File: config.mk
export PLATFORM = sky130hd
export DESIGN_NAME = multicycle_control_flat
export DESIGN_NICKNAME = d
export VERILOG_FILES = /design/src/rtl/multicycle_control_pkg.sv /design/src/rtl/multicycle_control_if.sv /design/src/rtl/multicycle_control_alu_decoder.sv /design/src/rtl/multicycle_control.sv /design/src/flat_wrapper.sv
export SDC_FILE = /design/constraint.sdc
export NUM_CORES = 1
export LEC_CHECK = 0
export BUFFER_PORTS_ARGS = -buffer_cell sky130_fd_sc_hd__clkbuf_2
export CORE_ASPECT_RATIO = 0.8
export CORE_MARGIN = 3
export CORE_UTILIZATION = 35
export CTS_BUF_LIST = sky130_fd_sc_hd__clkbuf_8
export CTS_CLUSTER_SIZE = 14
export DETAILED_ROUTE_END_ITERATION = 10
export GPL_TIMING_DRIVEN = 0
export SYNTH_ARGS = -nofsm -noshare
export SYNTH_HDL_FRONTEND = slang
export SYNTH_SLANG_ARGS = --single-unit
File: constraint.sdc
create_clock -name clk -period 1.4 [get_ports clk]
set_input_delay 0.14 -clock clk [delete_from_list [all_inputs] [get_ports clk]]
set_output_delay 0.14 -clock clk [all_outputs]
set_load 0.01 [all_outputs]
File: src/rtl/multicycle_control_pkg.sv
// multicycle_control_pkg: state encoding, opcodes and control field encodings shared by the controller
package multicycle_control_pkg;
  localparam int MEM_TIMEOUT_DEF = 255;
  typedef enum logic [3:0] {
    S_FETCH, S_DECODE, S_MEMADR, S_MEMREAD, S_MEMWB, S_MEMWRITE,
    S_EXECR, S_EXECI, S_ALUWB, S_BEQ, S_JAL, S_FAULT
  } state_e;
  localparam logic [6:0] OP_LW  = 7'b0000011;
  localparam logic [6:0] OP_SW  = 7'b0100011;
  localparam logic [6:0] OP_R   = 7'b0110011;
  localparam logic [6:0] OP_I   = 7'b0010011;
  localparam logic [6:0] OP_BEQ = 7'b1100011;
  localparam logic [6:0] OP_JAL = 7'b1101111;
  localparam logic [2:0] IMM_I = 3'b000;
  localparam logic [2:0] IMM_S = 3'b001;
  localparam logic [2:0] IMM_B = 3'b011;
  localparam logic [2:0] IMM_J = 3'b100;
  localparam logic [1:0] SRCA_PC    = 2'b00;
  localparam logic [1:0] SRCA_OLDPC = 2'b01;
  localparam logic [1:0] SRCA_RS1   = 2'b10;
  localparam logic [1:0] SRCB_RS2  = 2'b00;
  localparam logic [1:0] SRCB_IMM  = 2'b01;
  localparam logic [1:0] SRCB_FOUR = 2'b10;
  localparam logic [1:0] RES_ALUOUT = 2'b00;
  localparam logic [1:0] RES_RDATA  = 2'b01;
  localparam logic [1:0] RES_ALU    = 2'b10;
  localparam logic [2:0] ALU_ADD = 3'b000;
  localparam logic [2:0] ALU_SUB = 3'b001;
  localparam logic [2:0] ALU_AND = 3'b010;
  localparam logic [2:0] ALU_OR  = 3'b011;
  localparam logic [2:0] ALU_SLT = 3'b101;
endpackage

File: src/rtl/multicycle_control_if.sv
// multicycle_control_if: instruction fields, memory handshake and datapath control lines
interface multicycle_control_if;
  logic [6:0] op;
  logic [2:0] funct3;
  logic       funct7b5;
  logic       Zero;
  logic       mem_ready;
  logic       mem_req;
  logic       AdrSrc;
  logic       MemWrite;
  logic       IRWrite;
  logic       PCWrite;
  logic       RegWrite;
  logic [1:0] ResultSrc;
  logic [1:0] ALUSrcA;
  logic [1:0] ALUSrcB;
  logic [2:0] ALUControl;
  logic [2:0] ImmSrc;
  logic       fault;
  modport master (
    input  op, funct3, funct7b5, Zero, mem_ready,
    output mem_req, AdrSrc, MemWrite, IRWrite, PCWrite, RegWrite,
           ResultSrc, ALUSrcA, ALUSrcB, ALUControl, ImmSrc, fault
  );
  modport slave (
    output op, funct3, funct7b5, Zero, mem_ready,
    input  mem_req, AdrSrc, MemWrite, IRWrite, PCWrite, RegWrite,
           ResultSrc, ALUSrcA, ALUSrcB, ALUControl, ImmSrc, fault
  );
endinterface

File: src/rtl/multicycle_control_alu_decoder.sv
// alu_decoder: maps op/funct3/funct7b5 to an ALU operation and flags unsupported funct3
module alu_decoder
  import multicycle_control_pkg::*;
(
  input  logic [6:0] op_i,
  input  logic [2:0] funct3_i,
  input  logic       funct7b5_i,
  output logic [2:0] alu_ctrl_o,
  output logic       illegal_o
);
  assign alu_ctrl_o = funct3_i == 3'b000 ? ((op_i == OP_R && funct7b5_i) ? ALU_SUB : ALU_ADD) :
                      funct3_i == 3'b111 ? ALU_AND :
                      funct3_i == 3'b110 ? ALU_OR  :
                      funct3_i == 3'b010 ? ALU_SLT : ALU_ADD;
  assign illegal_o = !(funct3_i inside {3'b000, 3'b111, 3'b110, 3'b010});
endmodule

File: src/rtl/multicycle_control.sv
// multicycle_control: multicycle RISC-V style main FSM with memory wait timeout and sticky fault
module multicycle_control
  import multicycle_control_pkg::*;
#(
  parameter int MEM_TIMEOUT = MEM_TIMEOUT_DEF
) (
  input  logic clk,
  input  logic rst,
  multicycle_control_if.master bus
);
  localparam int CW = $clog2(MEM_TIMEOUT + 1);
  state_e        state_q, state_d;
  logic [CW-1:0] cnt_q, cnt_d;
  logic [2:0]    dec_alu;
  logic          dec_illegal, waiting, timeout;
  alu_decoder u_dec (
    .op_i       (bus.op),
    .funct3_i   (bus.funct3),
    .funct7b5_i (bus.funct7b5),
    .alu_ctrl_o (dec_alu),
    .illegal_o  (dec_illegal)
  );
  // non-wait states hold the counter at zero, so entry to a wait state always starts fresh
  assign waiting = state_q inside {S_FETCH, S_MEMREAD, S_MEMWRITE};
  assign cnt_d   = (waiting && !bus.mem_ready) ? cnt_q + 1'b1 : '0;
  assign timeout = waiting && !bus.mem_ready && cnt_q == CW'(MEM_TIMEOUT - 1);
  always_ff @(posedge clk) begin
    state_q <= rst ? S_FETCH : state_d;
    cnt_q   <= rst ? '0 : cnt_d;
  end
  always_comb begin
    state_d        = state_q;
    bus.mem_req    = 1'b0;
    bus.AdrSrc     = 1'b0;
    bus.MemWrite   = 1'b0;
    bus.IRWrite    = 1'b0;
    bus.PCWrite    = 1'b0;
    bus.RegWrite   = 1'b0;
    bus.ResultSrc  = RES_ALUOUT;
    bus.ALUSrcA    = SRCA_PC;
    bus.ALUSrcB    = SRCB_RS2;
    bus.ALUControl = ALU_ADD;
    bus.ImmSrc     = IMM_I;
    bus.fault      = 1'b0;
    if (!rst) begin
      case (state_q)
        S_FETCH: begin
          bus.mem_req = 1'b1;
          if (bus.mem_ready) begin
            bus.IRWrite   = 1'b1;
            bus.PCWrite   = 1'b1;
            bus.ALUSrcB   = SRCB_FOUR;
            bus.ResultSrc = RES_ALU;
            state_d       = S_DECODE;
          end
        end
        S_DECODE: begin
          bus.ALUSrcA = SRCA_OLDPC;
          bus.ALUSrcB = SRCB_IMM;
          bus.ImmSrc  = bus.op == OP_JAL ? IMM_J : IMM_B;
          state_d = bus.op inside {OP_LW, OP_SW} ? S_MEMADR :
                    bus.op == OP_R   ? S_EXECR :
                    bus.op == OP_I   ? S_EXECI :
                    bus.op == OP_BEQ ? S_BEQ   :
                    bus.op == OP_JAL ? S_JAL   : S_FAULT;
        end
        S_MEMADR: begin
          bus.ALUSrcA = SRCA_RS1;
          bus.ALUSrcB = SRCB_IMM;
          bus.ImmSrc  = bus.op == OP_SW ? IMM_S : IMM_I;
          state_d     = bus.op == OP_SW ? S_MEMWRITE : S_MEMREAD;
        end
        S_MEMREAD: begin
          bus.mem_req = 1'b1;
          bus.AdrSrc  = 1'b1;
          state_d     = bus.mem_ready ? S_MEMWB : S_MEMREAD;
        end
        S_MEMWB: begin
          bus.ResultSrc = RES_RDATA;
          bus.RegWrite  = 1'b1;
          state_d       = S_FETCH;
        end
        S_MEMWRITE: begin
          bus.mem_req  = 1'b1;
          bus.AdrSrc   = 1'b1;
          bus.MemWrite = 1'b1;
          state_d      = bus.mem_ready ? S_FETCH : S_MEMWRITE;
        end
        S_EXECR, S_EXECI: begin
          bus.ALUSrcA    = SRCA_RS1;
          bus.ALUSrcB    = state_q == S_EXECI ? SRCB_IMM : SRCB_RS2;
          bus.ALUControl = dec_alu;
          state_d        = dec_illegal ? S_FAULT : S_ALUWB;
        end
        S_ALUWB: begin
          bus.RegWrite = 1'b1;
          state_d      = S_FETCH;
        end
        S_BEQ: begin
          bus.ALUSrcA    = SRCA_RS1;
          bus.ALUControl = ALU_SUB;
          bus.PCWrite    = bus.Zero;
          state_d        = S_FETCH;
        end
        S_JAL: begin
          bus.ALUSrcA = SRCA_OLDPC;
          bus.ALUSrcB = SRCB_FOUR;
          bus.PCWrite = 1'b1;
          state_d     = S_ALUWB;
        end
        S_FAULT: bus.fault = 1'b1;
        default: state_d = S_FAULT;
      endcase
      if (timeout) state_d = S_FAULT;
    end
  end
endmodule

File: src/flat_wrapper.sv
// flat-port wrapper written by rule: the top's interface ports become plain ports
module multicycle_control_flat import multicycle_control_pkg::*;
#(
  parameter int MEM_TIMEOUT = MEM_TIMEOUT_DEF
)
  (clk, rst, bus_op, bus_funct3, bus_funct7b5, bus_Zero, bus_mem_ready, bus_mem_req, bus_AdrSrc, bus_MemWrite, bus_IRWrite, bus_PCWrite, bus_RegWrite, bus_ResultSrc, bus_ALUSrcA, bus_ALUSrcB, bus_ALUControl, bus_ImmSrc, bus_fault);
  multicycle_control_if bus_i ();
  input  logic clk;
  input  logic rst;
  input wire logic [$bits(bus_i.op)-1:0] bus_op;
  input wire logic [$bits(bus_i.funct3)-1:0] bus_funct3;
  input wire logic [$bits(bus_i.funct7b5)-1:0] bus_funct7b5;
  input wire logic [$bits(bus_i.Zero)-1:0] bus_Zero;
  input wire logic [$bits(bus_i.mem_ready)-1:0] bus_mem_ready;
  output wire logic [$bits(bus_i.mem_req)-1:0] bus_mem_req;
  output wire logic [$bits(bus_i.AdrSrc)-1:0] bus_AdrSrc;
  output wire logic [$bits(bus_i.MemWrite)-1:0] bus_MemWrite;
  output wire logic [$bits(bus_i.IRWrite)-1:0] bus_IRWrite;
  output wire logic [$bits(bus_i.PCWrite)-1:0] bus_PCWrite;
  output wire logic [$bits(bus_i.RegWrite)-1:0] bus_RegWrite;
  output wire logic [$bits(bus_i.ResultSrc)-1:0] bus_ResultSrc;
  output wire logic [$bits(bus_i.ALUSrcA)-1:0] bus_ALUSrcA;
  output wire logic [$bits(bus_i.ALUSrcB)-1:0] bus_ALUSrcB;
  output wire logic [$bits(bus_i.ALUControl)-1:0] bus_ALUControl;
  output wire logic [$bits(bus_i.ImmSrc)-1:0] bus_ImmSrc;
  output wire logic [$bits(bus_i.fault)-1:0] bus_fault;
  assign bus_i.op = bus_op;
  assign bus_i.funct3 = bus_funct3;
  assign bus_i.funct7b5 = bus_funct7b5;
  assign bus_i.Zero = bus_Zero;
  assign bus_i.mem_ready = bus_mem_ready;
  assign bus_mem_req = bus_i.mem_req;
  assign bus_AdrSrc = bus_i.AdrSrc;
  assign bus_MemWrite = bus_i.MemWrite;
  assign bus_IRWrite = bus_i.IRWrite;
  assign bus_PCWrite = bus_i.PCWrite;
  assign bus_RegWrite = bus_i.RegWrite;
  assign bus_ResultSrc = bus_i.ResultSrc;
  assign bus_ALUSrcA = bus_i.ALUSrcA;
  assign bus_ALUSrcB = bus_i.ALUSrcB;
  assign bus_ALUControl = bus_i.ALUControl;
  assign bus_ImmSrc = bus_i.ImmSrc;
  assign bus_fault = bus_i.fault;
  multicycle_control #(.MEM_TIMEOUT(MEM_TIMEOUT)) u_core (.clk(clk), .rst(rst), .bus(bus_i));
endmodule
==> results summary, run 1 <==
The run finished, with violations left. The checks that failed: negative setup slack. The overall die width came out at between 60 and 70 um.

Internal power comes to 0.001573 W. From bottom edge to top edge, the die measures roughly 56 um. The number of diodes added for antenna fixing came out at 0. In the synthesized netlist the dominant register cell turns out to be sky130_fd_sc_hd__dfxtp_1.

The net count of the finished layout is 211. The detailed router's first-iteration violation count came out at 73. The detailed-router iteration count before antenna repair is 4.

The most common cell after layout, fill and taps aside is sky130_fd_sc_hd__clkbuf_2. The final cycle utilization of the critical path came out at 1.204. The residual overflow from global routing is 0. By startpoint and endpoint, the worst setup path is classified as flop to primary output. The multiplexer share of the synthesized area came out at 0.02179. The number of max-capacitance violations reported is 0.

The reported leakage power came out at about 0.69 nW. The share of total power in sequential cells is 0.171. The area fraction in compound gates after synthesis came out at 0.2144. Routability-driven placement finished with a final weighted congestion of 0.8569. Yosys mapped a number of flops with a built-in enable equal to 0. The floorplan has 17 rows. Hold is met by 0.3329 ns.

In the final routed layout, each cell accounts on average for 15.00 um. The area growth from synthesis to layout came out at 51.72%. The path class of the tightest hold or removal check is input pin to flop.

Power spread over the standard cell area amounts to around 1600 nW/um^2. The headroom to the max-slew limit is 0.6010. The number of distinct library cells after synthesis came out at 51. The achievable frequency came out at ~590 MHz. The number of nets handed over by synthesis was approximately 160. The switching power summed over all nets came out at 0.001114 W. TritonCTS built the clock tree. For the pin with the worst max-slew slack, the measured transition is about 0.60 ns.

The initial utilization of the core area, before any placement, comes to 0.3800. The number of placed cells counting well taps is roughly 220. The number of synthesized register bits is 12. The later-pin clock latency in the skew report came out at roughly 0.24 ns. CTS built an H-tree with a depth of 1. The cell chosen for the clock root is sky130_fd_sc_hd__clkbuf_8. For this run, the total global-route usage over all layers was measured as 0.1883. The number of nets with antenna violations after detailed routing is 0. The largest buffer count on any clock path came out at 2. The synthesized area came out at ~1100 um^2. The area inside the core boundary came out at roughly 2900 um^2. Of the total synthesized cell area, the portion taken by full adders, half adders and majority gates is 0.02294.

The final wirelength is around 3.5 mm. During synthesis, Yosys emitted a total of 0 warnings. The final number of hold-violating endpoints is 0.

The number of top-level pins came out at 34. The number of antenna violations at the first check in global routing came to 0. Of the synthesized area, sequential elements account for 0.2202.

For this design, the sink count on the clock tree is 12. The synthesized instance count came out at around 150. The worst path arrival time is 1.55 ns. Setup repair after global routing could not meet its margin everywhere. Entering global routing, the biggest net connects 11 pins. Of the total power, the share spent switching nets is 0.4145. Of the total synthesized cell area, the portion taken by XOR and XNOR cells is 0.07225. Clock tree synthesis inserted a total of 3 buffers. By area, the combinational part of the netlist is dominated by simple AND/OR/NAND/NOR gates. The number of vias per cell after detailed routing came out at between 5 and 6. The critical path required time is approximately 1.3 ns.

The detailed router placed 1300 vias in this run. The number of hold buffers added after cts is 0. The final HPWL from detailed placement came out at ~2.4 mm.

Of the cells placed in the final design, the portion with a size suffix greater than 1 is 0.4767. Setup slack on the critical path of the routed design comes to -0.2851 ns. The remaining design rule violation count is 0. The post-layout instance area came out at 1655 um^2. The share of synthesized cell area in and, or, nand and nor gates came out at 0.3819. The finished layout holds ~230 standard cells, fillers aside. The largest driver fanout on the critical path is 6. The max-slew violation count is 0. The time the worst path needs with I/O delays and setup came out at about 1.7 ns. The CTS clock-pin slew for the worst setup and hold paths is about 0.050 ns.

The total cell area at the placement stage came out at ~1300 um^2. The first global-routing pass estimated between 5 and 6 mm of wire. The worst clock skew came out at between 0.004 and 0.005 ns. The worst setup slack after placement is -0.1847 ns. The area enclosed by the die boundary came out at 3827 um^2.

The number of global-route vias before repair is about 1.2k. The share of synthesized flip-flops with an asynchronous set or reset came out at 0. The count of buffers from port buffering came out at 31. The worst ir drop on vdd came out at between 0.0006 and 0.0007 V. The fraction of power consumed by the clock network is 0.140. The average instance area after synthesis came out at about 7.5 um^2. The worst setup path is launched from a flop. The setup violation total in the final timing report came out at 24. The worst setup path is captured at a primary output. The library cells used most frequently in the layout, excluding fill and tap cells, are 21 x sky130_fd_sc_hd__clkbuf_2, 20 x sky130_fd_sc_hd__nor2_1, 12 x sky130_fd_sc_hd__buf_2. The share of total power dissipated in combinational logic is 0.689.
[final cells by class]
type / count / area [um^2]
clock buffer: 4 / 55.05
fill: 260 / 1216
inverter: 4 / 15.01
buffer: 10 / 91.34
sequential: 12 / 247.7
timing repair buffer: 44 / 270.3
tap: 38 / 47.55
multi-input combinational: 119 / 928.4
[per-layer routing]
metal  vias up  part of all wire  global-route usage
met5         -                 0                   0
met2        40              0.46              0.2558
met3         0             0.055             0.03838
met4         0                 0             0.04249
met1       627              0.48              0.2956
li1        633                 -                   -
[power by group through the flow]
| stage | registers, W | clock network (W) | logic (W) |
|---|---|---|---|
| after detailed placement | 0.000421 | 0 | 0.00121 |
| final | 0.000458 | 0.000377 | 0.00185 |
| after CTS | 0.000458 | 0.000383 | 0.00141 |
| after global routing | 0.000467 | 0.000403 | 0.00200 |
| after floorplan | 0.000416 | 0 | 0.000887 |
| after global placement | 0.000420 | 0 | 0.00118 |
[timing repair]
item | in CTS | in global routing
gates cloned | 1 | 0
setup endpoints to repair | 30 | 31
setup buffers | 5 | 8
pin swaps | 7 | 6
gates resized for setup | 22 | 35
[flip-flops by register name, indices dropped and copies added (netlist names)]
signal / count
u_core.cnt_q: 8
u_core.state_q: 4
[metrics by stage]
stage                       util  total power, W  TNS, ns
final                     0.5765        0.002687   -3.380
after CTS                 0.5111        0.002255   -3.060
after detailed placement  0.4545        0.001631   -1.240
after global placement    0.4545        0.001603  -0.8021
after global routing      0.5765        0.002870   -5.808
after floorplan                -        0.001303        0
[worst paths after layout]
kind / startpoint / endpoint / slack (ns) / cells past startpoint
setup / recovery: u_core.state_q[1]$_SDFFE_PP0P_ / bus_ImmSrc[1] / -0.29 / 4
hold / removal: bus_op[4] / u_core.state_q[0]$_SDFFE_PP0P_ / 0.33 / 4
setup reg to reg: u_core.state_q[1]$_SDFFE_PP0P_ / u_core.state_q[0]$_SDFFE_PP0P_ / -0.16 / 6
hold reg to reg: u_core.cnt_q[0]$_SDFF_PP0_ / u_core.cnt_q[0]$_SDFF_PP0_ / 0.47 / 1
[logic make-up (layout without fill, tap and decap cells)]
group | after synthesis | after routing
and+or+nand+nor | 77 | 77
AOI/OAI and AO/OA | 29 | 29
xor gates and xnor gates | 9 | 9
DFF | 12 | 12
muxes | 2 | 2
buffers and inverters | 15 | 62
adders and majority gates | 2 | 2
[Yosys cell counts (2+ instances only)]
library cell,instances,share of area
sky130_fd_sc_hd__and4b_1,3,0.028
sky130_fd_sc_hd__nor3_1,6,0.028
sky130_fd_sc_hd__inv_1,3,0.010
sky130_fd_sc_hd__o21ai_0,2,0.0092
sky130_fd_sc_hd__dfxtp_1,12,0.22
sky130_fd_sc_hd__and2_1,2,0.011
sky130_fd_sc_hd__nor4_1,5,0.029
sky130_fd_sc_hd__xnor2_1,5,0.040
sky130_fd_sc_hd__clkbuf_1,3,0.010
sky130_fd_sc_hd__ha_1,2,0.023
sky130_fd_sc_hd__xor2_1,4,0.032
sky130_fd_sc_hd__nand2_1,13,0.045
sky130_fd_sc_hd__nand4_1,5,0.029
sky130_fd_sc_hd__nor2b_1,4,0.023
sky130_fd_sc_hd__and3_1,2,0.011
sky130_fd_sc_hd__a21oi_1,7,0.032
sky130_fd_sc_hd__nand3_1,5,0.023
sky130_fd_sc_hd__nand2b_1,3,0.017
sky130_fd_sc_hd__buf_2,7,0.032
sky130_fd_sc_hd__nor2_1,22,0.076
[worst max-delay path, stage by stage (launching register included)]
cell                      delay [ns]
sky130_fd_sc_hd__dfxtp_2        0.31
sky130_fd_sc_hd__buf_6          0.13
sky130_fd_sc_hd__or4b_4         0.52
sky130_fd_sc_hd__nor3b_4        0.18
sky130_fd_sc_hd__buf_2          0.16
(Power assumes the default switching activity.)
==> run 2, diff against run 1 <==
ABC_AREA = 1   (was not set)
==> run 2 against run 1 <==
The flow still finishes with violations (negative setup slack). Synthesized area is 7.3% lower. Highest routed layer is now met4. Synthesized cell count is 18% higher. Design area is 7.6% lower. Cell count is 11% higher. Sequential power is 14% higher. Global-route usage is 2.7 points lower.
==> results summary, run 2 <==
The later-pin clock latency in the skew report is between 0.2 and 0.25 ns. The max-slew violation count is 0. The tightest hold margin came out at around 0.33 ns. For the worst setup path, the data arrival time is 1.33 ns. In this run the cell area measured after placement is about 1200 um^2. The headroom to the max-slew limit is 0.6288. The net count after synthesis is 190. The congestion estimate from routability-driven global placement came to between 0.8 and 0.9. In the final layout, the registers with the most flip-flops are u_core.cnt_q (8), u_core.state_q (4). The number of enable-type register cells in the synthesized netlist came out at 0.

Yosys instantiated no cell more often than sky130_fd_sc_hd__nand2_1. The path type of the worst setup path is flop to primary output. The final number of hold-violating endpoints is 0. The largest net degree at the start of global routing came out at 11. The global-route met1 utilization is 0.1899. The number of warnings reported in the yosys synthesis log is 0. The power per unit of standard cell area came out at about 1400 nW/um^2. Clock skew on the completed layout was measured at approximately 0.00029 ns.

The number of top-level pins is 34. The level count of the clock H-tree is 1. The number of antenna diodes in the final layout is 0.

The area inside the core boundary is 2603 um^2. The class of the tightest hold or removal check is input pin to flop. The total number of nets in the final design came out at 240.

The setup violation total in the final timing report came out at 11. The met3 usage is 0.06054. After synthesis, the netlist uses 23 different library cells.

The number of antenna violations at the first check in global routing is 0. For this run, design rule violations remaining after detail routing come to 0. The run finished, with violations left.

The CTS clock-pin slew for the worst setup and hold paths came out at about 0.050 ns. STA classifies the critical path startpoint as a flop. The worst setup slack after placement is -0.03749 ns. The least setup slack across all paths after layout came out at -0.07214 ns. STA classifies the critical path endpoint as a primary output.

The largest area contributor in the netlist is sky130_fd_sc_hd__dfxtp_1. The final layout contains routed wiring with a total length of 2.975 mm. The synthesized area is about 1000 um^2.

The detailed router's first-iteration violation count is 44. The largest buffer count on any clock path is 2. In the layout the commonest cells are 33 x sky130_fd_sc_hd__nand2_1, 27 x sky130_fd_sc_hd__nor2_1, 20 x sky130_fd_sc_hd__inv_1, 20 x sky130_fd_sc_hd__clkbuf_2, 14 x sky130_fd_sc_hd__nand3_1. The residual overflow from global routing came out at 0. The global routing stage identified its most utilized layer as met2. The vertical die dimension is approximately 54 um. The largest driver fanout on the critical path is 5. The routed via count is 1268.

Setup repair after global routing could not meet its margin everywhere. For this run, asynchronously set or reset flops after synthesis account for 0. The clock sink count came out at 12. For this design the static power due to leakage is ~0.75 nW. The critical path required time came out at between 1 and 1.5 ns. The routed wire length per instance came out at approximately 12 um. The floorplan step defined a die boundary enclosing 3573 um^2.

For this run, global-route usage on met2 was measured as 0.2801. The initial standard-cell utilization of the core came out at 0.3885. The register bank with the most flops is u_core.cnt_q. The number of synthesized register bits came out at 12.

The portion of synthesized cell area occupied by the leading cell type came out at 0.2376. In the global route stage, overall resource usage came out at 0.1613. The sequential fraction of the synthesis area came out at 0.2376.

The area growth from synthesis to layout is 51.24%. Subtracting the final worst setup slack from the clock period gives 1.472 ns. The number of placement rows is 16. The number of hold buffers added after cts came out at 0. Once detailed placement completed, the half-perimeter wirelength came to 2.133 mm. At the pin with the least slew margin, the transition time is between 0.5 and 0.6 ns. Ranked by instance count, the synthesized netlist is headed by 39 x sky130_fd_sc_hd__nand2_1, 34 x sky130_fd_sc_hd__nor2_1, 24 x sky130_fd_sc_hd__inv_1, 15 x sky130_fd_sc_hd__nand3_1, 12 x sky130_fd_sc_hd__dfxtp_1. Before antenna repair, the detailed router went through 4 iterations. The layout has 242 filler cells. By area the synthesized netlist is led by sky130_fd_sc_hd__dfxtp_1 24%, sky130_fd_sc_hd__nand2_1 14%, sky130_fd_sc_hd__nor2_1 13%. Once layout is complete, the utilization of the core stands at 0.5875.

The number of nets with antenna violations after detailed routing came out at 0. The average instance area after synthesis is around 5.8 um^2. The number of max-capacitance violations reported came out at 0.

The final cycle utilization of the critical path came out at 1.052. The overall die width came out at approximately 66 um. The fraction of layout cells with a size suffix above 1 came out at 0.4344. The achievable frequency is a little under 700 MHz.

The count of buffers from port buffering is 33. The number of buffers inserted during clock tree synthesis came out at 3. The finished cells cover between 1500 and 2000 um^2. Leaving out fill and tap cells, the most frequent cell in the layout is sky130_fd_sc_hd__nand2_1. In the synthesized netlist, the number of instances is 173. The first global-routing pass estimated 4.381 mm of wire. TritonCTS built the clock tree. The worst ir drop on vdd came out at between 0.0005 and 0.0006 V.

The number of flip-flops in the largest register is 8. The cell chosen for the clock root is sky130_fd_sc_hd__clkbuf_8. After detailed routing, the number of vias per cell comes to between 4 and 5. The final reports fail on negative setup slack.

Among all flip-flop cells after synthesis, the most frequent one is sky130_fd_sc_hd__dfxtp_1. The number of global-route vias before repair is ~1.1k.
-- run 2: changes by cell type after synthesis, moves of 6 or more --
cell	change
sky130_fd_sc_hd__nand2_1	+26
sky130_fd_sc_hd__inv_1	+21
sky130_fd_sc_hd__nor2_1	+12
sky130_fd_sc_hd__nand3_1	+10
sky130_fd_sc_hd__buf_2	-7
sky130_fd_sc_hd__nor2_2	+6
-- run 2: kinds of logic (layout without fill, tap and decap cells) --
group / count (synthesis) / in the layout / synth area share
adders and majority gates: 2 / 2 / 0.02475
xor gates and xnor gates: 4 / 4 / 0.03466
AOI/OAI and AO/OA: 15 / 15 / 0.08044
buffers and inverters: 25 / 73 / 0.09282
DFF: 12 / 12 / 0.2376
and+or+nand+nor: 115 / 115 / 0.5297
-- run 2: through the flow --
| step | setup TNS, ns | cells | total power [W] |
|---|---|---|---|
| 5_1_grt | -1.671 | 257 | 0.002347 |
| 3_3_place_gp | -0.04713 | 242 | 0.001322 |
| 2_1_floorplan | 0 | 173 | 0.001090 |
| 3_5_place_dp | -0.07672 | 242 | 0.001333 |
| 6_report | -0.4596 | 257 | 0.002204 |
| 4_1_cts | -0.3194 | 253 | 0.001888 |
-- run 2: repair_timing --
action	4_1_cts	5_1_grt
setup buffers	8	4
resized for setup	26	41
endpoints found under the setup margin	17	26
pin swaps	10	13
-- run 2: report_power, final --
part / total (W) / switching [W] / internal, W / leakage (nW)
combinational: 0.00138 / 0.000785 / 0.000596 / 0.625
clock: 0.000301 / 0.000113 / 0.000188 / 0.0216
sequential: 0.000522 / 0.000108 / 0.000414 / 0.100
total: 0.00220 / 0.00101 / 0.00120 / 0.747
-- run 2: layer usage --
layer | vias up | share of wire | wire length (um)
li1 | 646 | - | -
met1 | 581 | 0.45 | 1339
met2 | 39 | 0.47 | 1397
met3 | 2 | 0.078 | 232
met4 | 0 | 0.0020 | 6
met5 | - | 0 | 0
-- run 2: final cells by class --
class | instances | area (um^2) | area share
Clock buffer | 3 | 41.29 | 0.02700
Inverter | 24 | 92.59 | 0.06056
Sequential cell | 12 | 255.2 | 0.1669
Timing Repair Buffer | 45 | 269.0 | 0.1759
Multi-Input combinational cell | 136 | 822.0 | 0.5376
Buffer | 1 | 3.754 | 0.002455
Tap cell | 36 | 45.04 | 0.02946
-- run 2: path summary, 6_finish.rpt --
| check | endpoint | from | slack [ns] | cells past startpoint |
|---|---|---|---|---|
| setup / recovery | bus_ALUSrcB[0] | u_core.state_q[1]$_SDFFE_PP0P_ | -0.07 | 8 |
| hold / removal | u_core.state_q[0]$_SDFFE_PP0P_ | bus_mem_ready | 0.33 | 5 |
| setup reg to reg | u_core.state_q[0]$_SDFFE_PP0P_ | u_core.state_q[1]$_SDFFE_PP0P_ | -0.05 | 10 |
| hold reg to reg | u_core.cnt_q[0]$_SDFF_PP0_ | u_core.cnt_q[0]$_SDFF_PP0_ | 0.46 | 1 |
-- run 2: critical path, stage by stage (launching register included) --
cell,delay (ns)
sky130_fd_sc_hd__dfxtp_4,0.38
sky130_fd_sc_hd__inv_4,0.10
sky130_fd_sc_hd__nand2_4,0.07
sky130_fd_sc_hd__nor2_4,0.17
sky130_fd_sc_hd__inv_2,0.06
sky130_fd_sc_hd__o21ai_2,0.05
sky130_fd_sc_hd__o21ai_1,0.08
sky130_fd_sc_hd__inv_1,0.06
sky130_fd_sc_hd__buf_2,0.12
==> run 3, diff against run 2 <==
BUFFER_PORTS_ARGS = not set   (was -buffer_cell sky130_fd_sc_hd__clkbuf_2)
DONT_BUFFER_PORTS = 1   (was not set)
==> run 3 against run 2 <==
The run still ends with negative setup slack left. Sequential cell count unchanged. Routed wire length down 11%. Clock skew up 0.0020 ns. First-iteration DRC count up 45%. Combinational power down 22%.
==> results summary, run 3 (synthesized netlist as in run 2, its figures left out) <==
The fraction of layout cells with a size suffix above 1 is 0.3389. The pin slew with the least headroom to its limit is between 0.6 and 0.7 ns. The detailed-router iteration count before antenna repair came out at 4.

The largest registers in the layout are u_core.cnt_q (8), u_core.state_q (4). The total cell area at the placement stage is between 1000 and 1500 um^2. The cell chosen for the clock root is sky130_fd_sc_hd__clkbuf_8. The number of placed cells counting well taps came out at around 210. The achievable frequency came out at between 600 and 700 MHz. The largest driver fanout on the critical path is 4.

The switching power summed over all nets came out at around 0.00090 W. The total number of nets in the final design came out at 199. The final reports fail on negative setup slack. The number of antenna violations at the first check in global routing came out at 0.

The routed via count is roughly 1.1k. The power per unit of standard cell area came out at roughly 1400 nW/um^2. The internal portion of the total power is 0.0009708 W. The number of nets with antenna violations after detailed routing is 0. The floorplan step set the die width to roughly 66 um. The timing endpoint of the critical path is bus_ImmSrc[2]. The number of max-capacitance violations reported is 0. The min-delay analysis places its worst path in the category input pin to flop. The worst ir drop on vdd came out at roughly 0.00057 V.

The later-pin clock latency in the skew report came out at 0.23 ns. CTS built an H-tree with a depth of 1. For this design the static power due to leakage is about 0.57 nW.

In the layout the commonest cells are 34 x sky130_fd_sc_hd__nand2_1, 26 x sky130_fd_sc_hd__nor2_1, 20 x sky130_fd_sc_hd__inv_1. The number of vias per cell after detailed routing came out at 5.032. The final HPWL from detailed placement is ~1.9 mm. The combinational share of power came out at 0.573. The switching fraction of total power came out at 0.4815. The number of hold buffers added after cts came out at 0.

The vertical die dimension came out at 54.07 um. The worst path arrival time came out at between 1 and 1.5 ns. The fraction of power consumed by the clock network is 0.158. Leaving out fill and tap cells, the most frequent cell in the layout is sky130_fd_sc_hd__nand2_1. The register with the most flip-flops in the layout has 8 of them. The final number of hold-violating endpoints came to 0. The largest net degree at the start of global routing came out at 11. The global-route total usage across every layer came out at 0.1602. The number of filler cells placed in the layout came out at about 270. The remaining design rule violation count is 0. The critical path is of the flop to primary output type. The count of buffers from port buffering came out at 0. The kind of start point of the critical path is a flop. Setup repair after global routing could not meet its margin everywhere. Excluding fillers, the count of instances in the completed layout stands at about 220.

The area enclosed by the die boundary came out at 3573 um^2. The number of top-level pins came out at 34. On the final layout, the worst clock skew is approximately 0.0023 ns. The worst setup slack after placement came out at -0.07664 ns.

The area inside the core boundary came out at around 2600 um^2. The number of buffers inserted during clock tree synthesis is 3. Tracing the worst setup path back leads to its startpoint at u_core.state_q[2]$_SDFFE_PP0P_. The final wirelength is between 2 and 3 mm. The worst register-to-register path begins at u_core.state_q[2]$_SDFFE_PP0P_. The largest buffer count on any clock path came out at 2. The residual overflow from global routing is 0. The nature of the critical path endpoint is a primary output. TritonCTS built the clock tree. The time the worst path needs with I/O delays and setup came out at around 1.4 ns. The number of global-route vias before repair came out at between 1k and 1.5k.

The wire length of the first global-routing pass is approximately 4.3 mm. The area growth from synthesis to layout came out at 31.06%. The critical path required time came out at 1.26 ns. The first routing iteration left 64 violations.

The multi-input combinational cell area came out at ~860 um^2. In this run the critical register-to-register path is captured at u_core.cnt_q[4]$_SDFF_PP0_. The run finished, with violations left.

The initial standard-cell utilization of the core is 0.3885. The share of total power in sequential cells came out at 0.269. The least setup slack across all paths after layout is -0.04515 ns. The max-slew violation count came out at 0. The headroom to the max-slew limit came out at 0.5485.

At the end of routability-driven placement, the weighted congestion stood at slightly above 0.9. Setup violations remaining at the end of the flow were counted as 4. For this design, the sink count on the clock tree is 12. In the final layout, flip-flops and latches occupy 252.7 um^2. The number of placement rows came out at 16. Of the available clock period, the critical path in the final layout requires 1.032.

The number of diodes added for antenna fixing came out at 0. After routing the design area is about 1300 um^2. The register bank with the most flops is u_core.cnt_q. The CTS clock-pin slew for the worst setup and hold paths came out at roughly 0.050 ns. The number of cells on the worst reg-to-reg path is 8. The routed wire length per instance came out at 12.27 um. The tightest hold margin is 0.1388 ns. The overall power came out at 0.001872 W. The internal reg-to-reg setup slack is around 0.080 ns.
-- run 3: power by group through the flow --
stage          Sequential (W)  Clock, W  Combinational [W]
2_1_floorplan        0.000448         0           0.000642
3_3_place_gp         0.000460         0           0.000756
3_5_place_dp         0.000459         0           0.000759
4_1_cts              0.000454  0.000312           0.000897
5_1_grt              0.000510  0.000324            0.00119
6_report             0.000504  0.000295            0.00107
-- run 3: worst min path at each step --
stage	from	endpoint	slack, ns	depth (start not counted)
6_report	rst	u_core.cnt_q[4]$_SDFF_PP0_	0.14	3
5_1_grt	rst	u_core.cnt_q[4]$_SDFF_PP0_	0.14	3
4_1_cts	rst	u_core.cnt_q[4]$_SDFF_PP0_	0.13	3
3_5_place_dp	rst	bus_mem_req	0.31	1
3_3_place_gp	rst	bus_mem_req	0.31	1
2_1_floorplan	rst	bus_mem_req	0.31	1
-- run 3: stage by stage --
step	setup TNS (ns)	util
finish	-0.1067	0.5091
global route	-0.7293	0.5091
CTS	-0.3109	0.4620
detailed placement	-0.07915	0.4058
global placement	-0.09584	0.4058
floorplan	0	-
-- run 3: area by class of cell --
type,count,area share
buffer,1,0.002833
clock buffer,3,0.03116
inverter,24,0.06988
multi-input combinational,136,0.6487
sequential,12,0.1907
tap,36,0.03399
timing repair buffer,4,0.02266
-- run 3: repair_timing --
| action | CTS | global route |
|---|---|---|
| endpoints found under the setup margin | 14 | 25 |
| pin swaps | 1 | 5 |
| endpoints found under the hold margin | 0 | 0 |
| setup buffers | 2 | 2 |
| gates resized for setup | 22 | 35 |
-- run 3: critical path, stage by stage, from the launching register on --
cell and delay (ns):
sky130_fd_sc_hd__dfxtp_4 0.37, sky130_fd_sc_hd__nor2_4 0.16, sky130_fd_sc_hd__inv_2 0.06, sky130_fd_sc_hd__nor2_4 0.17, sky130_fd_sc_hd__nand2_4 0.12, sky130_fd_sc_hd__nor3_4 0.19
-- run 3: metal layers --
| metal | wire length, um | global-route usage |
|---|---|---|
| met5 | 0 | 0 |
| met4 | 29 | 0.04054 |
| met3 | 247 | 0.05219 |
| met2 | 1214 | 0.2718 |
| met1 | 1158 | 0.1970 |
